### config.mk
export PLATFORM = sky130hd
export DESIGN_NAME = output_port_buffer
export DESIGN_NICKNAME = d
export VERILOG_FILES = /design/src/rtl/output_port_buffer.sv
export SDC_FILE = /design/constraint.sdc
export NUM_CORES = 1
export LEC_CHECK = 0
export BUFFER_PORTS_ARGS = -buffer_cell sky130_fd_sc_hd__buf_2
export CAP_MARGIN = 20
export CELL_PAD_IN_SITES_DETAIL_PLACEMENT = 1
export CELL_PAD_IN_SITES_GLOBAL_PLACEMENT = 1
export CORE_MARGIN = 8
export CORE_UTILIZATION = 47
export CTS_BUF_LIST = sky130_fd_sc_hd__clkbuf_16
export DETAILED_ROUTE_END_ITERATION = 16
export GPL_TIMING_DRIVEN = 0
export HOLD_SLACK_MARGIN = 0.06
export PLACE_DENSITY = 0.77
export REMOVE_ABC_BUFFERS = 1
export SYNTH_ARGS = -nofsm -noshare
export SYNTH_HDL_FRONTEND = slang
export SYNTH_SLANG_ARGS = --single-unit
### constraint.sdc
create_clock -name clk -period 2.7 [get_ports clk]
set_input_delay 0.27 -clock clk [delete_from_list [all_inputs] [get_ports clk]]
set_output_delay 0.27 -clock clk [all_outputs]
set_load 0.01 [all_outputs]
### src/rtl/output_port_buffer.sv
// Output-port flit FIFO written by the round-robin arbiter, forwarding to the downstream link.
// Tags packet tails and optionally holds flits back until the whole packet is buffered.
module output_port_buffer #(
  parameter int unsigned packet_size   = 32,
  parameter int unsigned flit_size     = 4,
  parameter int unsigned fifo_depth    = 16,
  parameter bit          store_forward = 1'b0
) (
  input  logic                 clk,
  input  logic                 reset,
  input  logic                 write_request,
  input  logic [flit_size-1:0] flit_in,
  output logic                 destination_full,
  output logic [flit_size-1:0] flit_out,
  output logic                 out_valid,
  input  logic                 out_ready,
  output logic                 tail_out,
  output logic                 overflow_error
);

  localparam int unsigned flit_number = packet_size / flit_size;
  localparam int unsigned ptr_w       = (fifo_depth > 1) ? $clog2(fifo_depth) : 1;
  localparam int unsigned cnt_w       = $clog2(fifo_depth + 1);
  localparam int unsigned fcnt_w      = (flit_number > 1) ? $clog2(flit_number) : 1;
  localparam int unsigned pkt_w       = $clog2(fifo_depth / flit_number + 1);

  localparam logic [cnt_w-1:0]  full_count = cnt_w'(fifo_depth);
  localparam logic [fcnt_w-1:0] last_flit  = fcnt_w'(flit_number - 1);

  typedef enum logic [0:0] {StWaitPkt, StStream} out_state_e;

  logic [flit_size:0]  mem_q [fifo_depth];
  logic [ptr_w-1:0]    wr_ptr_q, rd_ptr_q;
  logic [cnt_w-1:0]    count_q, count_d;
  logic [fcnt_w-1:0]   in_flit_cnt_q;
  logic [pkt_w-1:0]    complete_packets_q, complete_packets_d;
  logic                overflow_q;
  out_state_e          state_q, state_d;

  logic                write_en, pop, tail_in, head_tail, sf_valid;
  logic [flit_size:0]  head;

  assign destination_full = (count_q == full_count);
  assign write_en         = write_request && !destination_full;
  assign tail_in          = (in_flit_cnt_q == last_flit);
  assign head             = mem_q[rd_ptr_q];
  assign head_tail        = head[flit_size];

  // Store-and-forward only exposes the head once a complete packet sits in the buffer.
  assign sf_valid  = (state_q == StStream) && (count_q != '0);
  assign out_valid = store_forward ? sf_valid : (count_q != '0);
  assign pop       = out_valid && out_ready;

  assign flit_out       = out_valid ? head[flit_size-1:0] : '0;
  assign tail_out       = out_valid ? head_tail : 1'b0;
  assign overflow_error = overflow_q;

  always_comb begin
    count_d = count_q;
    unique case ({write_en, pop})
      2'b10:   count_d = count_q + 1'b1;
      2'b01:   count_d = count_q - 1'b1;
      default: count_d = count_q;
    endcase
  end

  always_comb begin
    complete_packets_d = complete_packets_q;
    unique case ({write_en && tail_in, pop && head_tail})
      2'b10:   complete_packets_d = complete_packets_q + 1'b1;
      2'b01:   complete_packets_d = complete_packets_q - 1'b1;
      default: complete_packets_d = complete_packets_q;
    endcase
  end

  // Decisions use the post-update packet count so release lands one cycle after the tail write.
  always_comb begin
    state_d = state_q;
    unique case (state_q)
      StWaitPkt: if (complete_packets_d != '0) state_d = StStream;
      StStream:  if (pop && head_tail && (complete_packets_d == '0)) state_d = StWaitPkt;
      default:   state_d = StWaitPkt;
    endcase
  end

  always_ff @(posedge clk) begin
    if (write_en) mem_q[wr_ptr_q] <= {tail_in, flit_in};
  end

  always_ff @(posedge clk) begin
    if (reset) begin
      wr_ptr_q           <= '0;
      rd_ptr_q           <= '0;
      count_q            <= '0;
      in_flit_cnt_q      <= '0;
      complete_packets_q <= '0;
      overflow_q         <= 1'b0;
      state_q            <= StWaitPkt;
    end else begin
      count_q            <= count_d;
      complete_packets_q <= complete_packets_d;
      state_q            <= state_d;
      if (write_en) begin
        wr_ptr_q      <= wr_ptr_q + 1'b1;
        in_flit_cnt_q <= tail_in ? '0 : in_flit_cnt_q + 1'b1;
      end
      if (pop) rd_ptr_q <= rd_ptr_q + 1'b1;
      if (write_request && destination_full) overflow_q <= 1'b1;
    end
  end

endmodule

==> Word level (Yosys, flattened, before mapping) <==
Memories as Yosys holds them, arrays and structs flattened. A register that Yosys moved wholly into a read port is not among the register bits.
Index checks and enable logic that the tools add are counted.
{ "totals": {"register_bits": 17, "ram_bits": 80, "out_inout_bits": 8, "word_cells": 29, "mem_count": 1} }
{ "memory_table": {"columns": ["memory", "depth", "word_bits", "read_ports", "rd_clocked_by_memory_dff", "write_ports", "line_no", "text"], "rows": [
  ["mem_q", 16, 5, 1, 1, 1, "32", "logic [flit_size:0] mem_q [fifo_depth];"]
]} }
{ "classes": {"n_addsub": 5, "n_eq_ne": 4, "n_mux": 8, "reduce_logical": 6} }
{ "op_table": {"columns": ["cell", "n"], "rows": [
  ["$mux W4", 3],
  ["$pmux W5 S2", 1],
  ["$add A4 B1 Y4 const B", 2],
  ["$add A5 B1 Y5 const B", 1],
  ["$eq A5 B5 Y1 const B", 1],
  ["$reduce_bool A5 Y1", 1],
  ["$sub A5 B1 Y5 const B", 1],
  ["$add A3 B1 Y3 const B", 1],
  ["$eq A3 B3 Y1 const B", 1],
  ["$logic_and A1 B1 Y1", 3],
  ["$mux W1", 3],
  ["$mux W3", 1],
  ["$eq A2 B1 Y1 const B", 1],
  ["$eq A2 B2 Y1 const B", 1],
  ["$reduce_bool A2 Y1", 1],
  ["$logic_not A1 Y1", 1]
]} }

==> Longest topological paths before layout <==
Gate-level depths: netlist of run 1.
{ "depth": {"depth_word": 5, "depth_mapped": 13, "mapped_depth_nobuf": 10} }

==> Worst setup path before layout of run 1 <==
OpenSTA, ideal clock, no wires.
{ "synth_path": {"path_type": "register to register", "from": "register count_q[0]", "to": "register count_q[4]", "arrival_ps": 2907, "required_ps": 2636, "setup_slack_ps": -271, "path_stages_with_launch": 14, "path_buffers": 3, "period_less_slack_ps": 2971, "cell_sequence": "dfxtp_1 -> or4_4 -> buf_6 -> o21a_1 -> buf_6 -> inv_1 -> ha_1 -> clkbuf_1 -> xor2_1 -> ha_1 -> o21ai_0 -> or3_1 -> a2111o_1 -> nand4_1"} }
{ "synth_via": {"elab_chain_cells": 5, "word_cells_on_any_way": 11} }
{ "synth_rtl": {"columns": ["item", "line_no", "text"], "rows": [
  ["start, declared", "34", "logic [cnt_w-1:0] count_q, count_d;"],
  ["start signal, assigned", "100", "count_q <= count_d;"],
  ["$eq A5 B5 Y1", "43", "assign destination_full = (count_q == full_count);"],
  ["$logic_not A1 Y1", "44", "assign write_en = write_request && !destination_full;"],
  ["$logic_and A1 B1 Y1", "44", null],
  ["$eq A2 B1 Y1 or $eq A2 B2 Y1 (tied branches)", "60", "unique case ({write_en, pop})"],
  ["$pmux W5 S2 or $reduce_bool A2 Y1 (tied branches)", null, null]
]} }
Several ways; a longest one is shown, not always the timed one.
A chain may end at the register's enable or synchronous reset.

==> Worst setup path after layout of run 1 <==
{ "layout_path": {"from": "register count_q[1]", "to": "register count_q[4]"} }
The elaborated chain is that of the path after synthesis.

==> results of run 1 <==
-- routing by layer --
layer,GRT usage [%],wire [um],vias to the layer above
met5,0,0,-
met1,18.61,3946,1190
met2,24.44,4708,40
met4,6.216,166,0
met3,3.030,213,16
li1,-,-,1076
-- stage by stage --
step	cells	hold slack, ns	setup slack, ns
finish	404	0.2620	-0.07530
global route	404	0.3008	-0.1567
CTS	396	0.2559	-0.06394
detailed placement	377	0.4668	-0.4409
global placement	376	0.4484	-0.4043
floorplan	253	0.3391	-0.1346
-- synthesized netlist by cell type (2+ instances only) --
cell      instances
mux4_2           20
nand4_1           3
or3_1             2
inv_1             7
o211ai_1          3
nor2_1           33
and3_1            2
nand4b_1          2
buf_1             3
o21ai_0           3
xnor2_1           2
nand2_1           7
a211oi_1         10
a21oi_1           3
ha_1             11
buf_2             4
nor2b_1           5
edfxtp_1         80
mux2i_1          11
nor3_1            5
buf_6             2
clkbuf_1          7
dfxtp_1          21
xor2_1            7
nand2b_1          4
-- repair_timing --
action,in CTS,in global routing
setup endpoints to repair,8,4
buffers inserted,3,8
gates resized for setup,8,12
hold endpoints to repair,0,0
pin swaps,3,7
-- flip-flops by register name, indices dropped and copies added (netlist names), named ones only --
register        count
count_q             5
in_flit_cnt_q       3
mem_q              80
overflow_error      1
rd_ptr_q            4
wr_ptr_q            4
-- area by class of cell --
type | count | area [sq um]
fillers | 819 | 3901
flip-flops and latches | 101 | 2834
multi-input cells | 145 | 1356
clock buffers | 9 | 225.2
repair buffers | 27 | 172.7
well taps | 108 | 135.1
clock inverters | 7 | 67.56
inverters | 7 | 28.78
-- report_power, final --
part | switching [mW] | internal, mW | leakage (nW)
combinational | 0.592 | 0.556 | 0.596
clock | 0.543 | 0.717 | 0.149
sequential | 0.144 | 1.79 | 0.904
-- logic make-up (layout without fill, tap and decap cells) --
logic type	after synthesis	in the layout
buffers and inverters	23	50
AOI/OAI and AO/OA	26	26
adders and majority gates	11	11
muxes	31	31
DFF	101	101
xor gates and xnor gates	9	9
and+or+nand+nor	68	68
-- worst max-delay path by stage --
stage | start | end | slack [ns]
final | count_q[1]$_SDFFE_PP0P_ | count_q[4]$_SDFFE_PP0P_ | -0.08
after global routing | count_q[1]$_SDFFE_PP0P_ | count_q[4]$_SDFFE_PP0P_ | -0.16
after CTS | count_q[1]$_SDFFE_PP0P_ | count_q[4]$_SDFFE_PP0P_ | -0.06
after detailed placement | count_q[1]$_SDFFE_PP0P_ | count_q[4]$_SDFFE_PP0P_ | -0.44
after global placement | count_q[0]$_SDFFE_PP0P_ | count_q[4]$_SDFFE_PP0P_ | -0.40
after floorplan | count_q[0]$_SDFFE_PP0P_ | count_q[4]$_SDFFE_PP0P_ | -0.13
-- critical path: cells and delay by family (launching register included) --
kind                     cells  cell delay, ns
AND/OR/NAND/NOR              3            1.07
AO/OA/AOI/OAI                3            0.65
adder cells (fa/ha/maj)      2            0.39
flip-flops                   1            0.37
XOR/XNOR                     1            0.16
buffers and inverters        1            0.08
==> summary.md, run 1 <==
| Metric | Value |
|---|---|
| Die Y | `around 110 um` |
| Slew HR | `a little over a third` |
| Number of synthesized flops with an enable pin | `80` |
| Crit path DAT | `slightly above 3 ns` |
| Clock Tree Root | `clkbuf_16` |
| Final wirelength | `between 9000 and 10000 um` |
| Worst-path clk slew | `approximately 0.07 ns` |
| Yosys reg bits | `a little over 100` |
| Ys Warns | `0` |
| Crit path launch type | `register` |
| Max incr delay on CP | `roughly 0.59 ns` |
| Worst r2r path cells | `10` |
| IO Pins | `16` |
| Nets | `a little over 300` |
| PD cells | `approximately 900 nW/um^2` |
| Most frequent cells in the layout | `edfxtp_1, nor2_1, mux4_2` |
| WP data required | `just under 3 ns` |
| Status | `finished with violations` |
| Synthesized area | `between 4000 and 5000 sq um` |
| CTS max path bufs | `2` |
| RePlAce Congestion | `0.7331` |
| Main combinational cell family by area after synthesis | `multiplexers` |
| Final WS setup | `-0.07530 ns` |
| Simple-gate area share of the yosys netlist | `slightly below 8%` |
| Hold path depth | `3` |
| Slowest CP cell | `or4_4` |
| Setup violations, final | `1` |
| Die ar. | `roughly 12000 sq um` |
| Post-synth top area cell | `edfxtp_1` |
| Final cycle utilization of the critical path | `102.8%` |
| Pleak | `~1.6 nW` |
| Worst skew pair latency | `0.33 ns` |
| Initial antenna violation count | `0` |
| Die W | `about 110 um` |
| DRT Pass-1 Iters | `4` |
| Share of the synthesized area in the top cell type | `between 50 and 60%` |
| Ranking of synthesized cells by area | `edfxtp_1, mux4_2, dfxtp_1, ha_1, nor2_1` |
| Register area share after synthesis | `between 60% and 70%` |
| Post-DRT Antenna Nets | `0` |
| Gr ovfl total | `0` |
| Slew Viols, Final | `0` |
| Largest net degree at the start of global routing | `24` |
| XOR/XNOR Fraction of Synth Area | `around 1.9%` |
| Input/output buffers | `15` |
| Unrepaired setup endpoints after global routing | `yes` |
| Tightest Pin Transition | `0.9622 ns` |
| Final Hold Viols | `0` |
| Multiplexer area fraction after synthesis | `a little over an eighth` |
| Global-route wire length before repair | `14220 um` |
| Layout cell share with drive strength beyond 1 | `about a quarter` |
| Peak VDD IR | `531.6 uV` |
| DR iter-0 viols | `~120` |
| Cts bufs inserted | `9` |
| Syn Inst Count | `269` |
| Core box area | `around 8700 sq um` |
| Post-synthesis compound-gate area fraction | `about 4.6%` |
| Final min period | `approximately 2.8 ns` |
| CP max FO | `7` |
| Worst reg2reg path endpoint | `count_q[4]$_SDFFE_PP0P_` |
| Sink Count | `101` |
| Commonest non-fill, non-tap cell in the layout | `edfxtp_1` |
| # rows | `34` |
| Worst min path class | `primary input to register` |
| Post-DP HPWL | `around 6000 um` |
| Total power | `4.337 mW` |
| Via count | `2322` |
| Htree depth | `3` |
| Synth async-reset ratio | `0%` |
| WS Path Type | `register to register` |
| CTS tree | `yes` |
| Reg2Reg Setup Slack | `-0.08 ns` |
| Critical path cell sequence | `or4_4, o21ai_4, inv_2, ha_4, xor2_1, ha_2, o21ai_2, or3_4, a2111o_1, nand4_1` |
| Ant diodes | `0` |
| Max Freq | `360.3 MHz` |
| Average vias per placed instance | `approximately 5.7` |
| Synth cell types | `37` |
| Vias in the first global route | `between 2000 and 3000` |
| Post-Synth Adder-Cell Area | `3.251%` |
| Dominant synthesized flop cell | `edfxtp_1` |
| Initial Utilization | `about half` |
| Max_cap viols | `0` |
| Layout area overhead | `13.83%` |
| DR DRC count | `0` |
| Fin util | `55.27%` |
| Global Route Usage Sum | `between 10% and 20%` |
| HP Start | `write_request` |
| Avg Inst Size Synth | `about 16 sq um` |
| Worst r2r src | `count_q[1]$_SDFFE_PP0P_` |
| Cts-stage hold buffer count | `0` |
| Design area | `between 4000 and 5000 sq um` |
| Failing checks | `negative setup slack` |
| Setup tns final | `-0.07530 ns` |
| Final clock skew | `0.009420 ns` |
| Placed Area | `about 4400 sq um` |
| Hold Path End | `overflow_error$_SDFFE_PP0P_` |
| Wirelength per Cell | `22.36 um` |
| Critical path capture point type | `register` |
Note: power is estimated with default switching activity, not from simulation.
==> inputs of run 2 (changes only) <==
Settings changed: GPL_TIMING_DRIVEN 0 to unset.
==> run 2 against run 1 <==
  * The run now ends clean
  * Core utilization fell by 0.17 points
  * Clock skew fell by 0.0016 ns
  * Wire length fell by 6.9%
  * Sequential power fell by 5%
  * Clock-buffer cell count did not move
  * Critical path type unchanged
  * Largest cell class unchanged
==> summary.md, run 2 (synthesized netlist as in run 1, its figures left out) <==
| Metric | Value |
|---|---|
| Status | `complete, no violations` |
| Global-route wire length before repair | `13610 um (-4.3%)` |
| WP data required | `2.97 ns (about the same)` |
| Htree depth | `3 (unchanged)` |
| Final WS setup | `0.06631 ns (+0.1416 ns)` |
| Final min period | `2.634 ns (-0.1416 ns)` |
| # rows | `34 (unchanged)` |
| Top Layer Used | `met4` |
| Critical path cell sequence | `or4_4, o21a_1, inv_1, ha_2, xor2_1, ha_1, o21ai_0, or3_1, a2111o_1, nand4_1` |
| Sink Count | `101 (unchanged)` |
| Non-Filler Instances | `408 (+0.99%)` |
| Clock Tree Root | `clkbuf_16` |
| Design area | `4805 sq um (-0.31%)` |
| Nets | `314 (+1.3%)` |
| CP max FO | `3 (-4)` |
| CTS max path bufs | `2 (unchanged)` |
| Post-DRT Antenna Nets | `0 (unchanged)` |
| Tightest Pin Transition | `0.9247 ns (-0.03755 ns)` |
| Slew HR | `37.88% (+2.5 points)` |
| Max Freq | `379.7 MHz (+5.4%)` |
| Final Hold Viols | `0 (unchanged)` |
| Most frequent cells in the layout | `edfxtp_1, nor2_1, dfxtp_1` |
| Worst skew pair latency | `0.33 ns (about the same)` |
| Global Route Usage Sum | `14.19% (-0.68 points)` |
| Final wirelength | `8411 um (-6.9%)` |
| Slew Viols, Final | `0 (unchanged)` |
| Commonest non-fill, non-tap cell in the layout | `edfxtp_1` |
| Hold slack | `0.2440 ns (-0.01805 ns)` |
| Vias in the first global route | `2575 (+2.8%)` |
| Crit path DAT | `2.90 ns (-0.14 ns)` |
| Peak VDD IR | `483.9 uV (-9.0%)` |
| Wirelength per Cell | `20.62 um (-7.8%)` |
| Max reg flops | `80 (unchanged)` |
| Max_cap viols | `0 (unchanged)` |
| Largest Register | `mem_q` |
| Fin util | `55.09% (-0.17 points)` |
| Post-DP HPWL | `6017 um (-0.10%)` |
| Worst min path class | `primary input to register` |
| Ant diodes | `0 (unchanged)` |
| Crit path launch type | `register` |
| RePlAce Congestion | `0.7393 (+0.85%)` |
| IO Pins | `16 (unchanged)` |
| Layout area overhead | `13.48%` |
| WL met3 | `280 um (+31%)` |
| Pre-CTS setup slack | `0.07298 ns (+0.5139 ns)` |
| Setup violations, final | `0 (-1)` |
| Via count | `2301 (-0.90%)` |
| Unrepaired setup endpoints after global routing | `yes` |
| WS Path Type | `register to register` |
| DRT Pass-1 Iters | `4 (unchanged)` |
| Met1 wire length | `3657 um (-7.3%)` |
| Core box area | `8721 sq um (unchanged)` |
| Placed cells | `392 (+4.0%)` |
| CTS tree | `yes` |
| Largest net degree at the start of global routing | `24 (unchanged)` |
| DR WL met2 | `4381 um (-6.9%)` |
| Final clock skew | `0.007837 ns (-0.001583 ns)` |
| Initial antenna violation count | `0 (unchanged)` |
| Final cycle utilization of the critical path | `97.54% (-5.2 points)` |
| Pleak | `1.677 nW (+1.7%)` |
| Biggest regs | `mem_q (80), count_q (5)` |
| Die W | `110.9 um (unchanged)` |
| Placed Area | `4484 sq um (+2.4%)` |
| Critical path capture point type | `register` |
| Worst-path clk slew | `0.07 ns (about the same)` |
| Average vias per placed instance | `5.640 (-1.9%)` |
| DR DRC count | `0 (unchanged)` |
| Slowest CP cell | `or4_4` |
| Layout cell share with drive strength beyond 1 | `23.00% (-3.0 points)` |
| Die ar. | `12300 sq um (unchanged)` |
| PD cells | `895.7 nW/um^2 (-0.46%)` |
| Total power | `4.304 mW (-0.77%)` |
| Setup tns final | `0 ns (+0.07530 ns)` |
| DR iter-0 viols | `84 (-27%)` |
| Cts bufs inserted | `9 (unchanged)` |
| Die Y | `110.9 um (unchanged)` |
| Max incr delay on CP | `0.55 ns (-0.04 ns)` |
| Gr ovfl total | `0 (unchanged)` |
| Initial Utilization | `48.55% (unchanged)` |
| Input/output buffers | `15 (unchanged)` |
| Post-CTS setup buffers | `0 (-3)` |
## run 2: cell types whose count changed in the layout (fill, tap and decap cells not counted), sizes merged
cell    before  now
buf         27   31
bufinv       1    2
inv         11   10
## run 2: repair_timing
item,4_1_cts,5_1_grt
endpoints found under the setup margin,0,1
hold buffers,0,0
gates resized for setup,0,1
## run 2: report_power, final
part           leakage (nW)  total (mW)  switching, mW  internal (mW)
Clock                 0.159        1.34          0.530          0.810
Sequential            0.901        1.84         0.0603           1.78
Combinational         0.617        1.13          0.617          0.511
Total                  1.68        4.30           1.21           3.10
## run 2: final timing paths
path / from / to / slack [ns] / cells past startpoint
hold reg to reg: overflow_error$_SDFFE_PP0P_ / overflow_error$_SDFFE_PP0P_ / 0.48 / 2
setup reg to reg: count_q[0]$_SDFFE_PP0P_ / count_q[4]$_SDFFE_PP0P_ / 0.07 / 10
hold / removal: write_request / overflow_error$_SDFFE_PP0P_ / 0.24 / 3
setup / recovery: count_q[0]$_SDFFE_PP0P_ / count_q[4]$_SDFFE_PP0P_ / 0.07 / 10
## run 2: layout make-up
class                           count  area, sq um
Inverter                            7        26.28
Timing Repair Buffer               31        195.2
Tap cell                          108        135.1
Fill cell                         818         3916
Multi-Input combinational cell    145         1308
Sequential cell                   101         2823
Clock inverter                      7        92.59
Clock buffer                        9        225.2
## run 2: critical path: cells and delay by family, from the launching register on
| family | cells | cell delay (ns) |
|---|---|---|
| XOR/XNOR | 1 | 0.16 |
| flip-flops | 1 | 0.31 |
| buffers and inverters | 1 | 0.08 |
| AND/OR/NAND/NOR | 3 | 0.98 |
| AO/OA/AOI/OAI | 3 | 0.66 |
| adder cells (fa/ha/maj) | 2 | 0.39 |
## run 2: per-layer routing
layer | track usage, % | vias to the layer above
met1 | 16.71 | 1174
met2 | 24.92 | 40
met4 | 4.595 | 0
met3 | 3.193 | 9
met5 | 0 | -
li1 | - | 1078
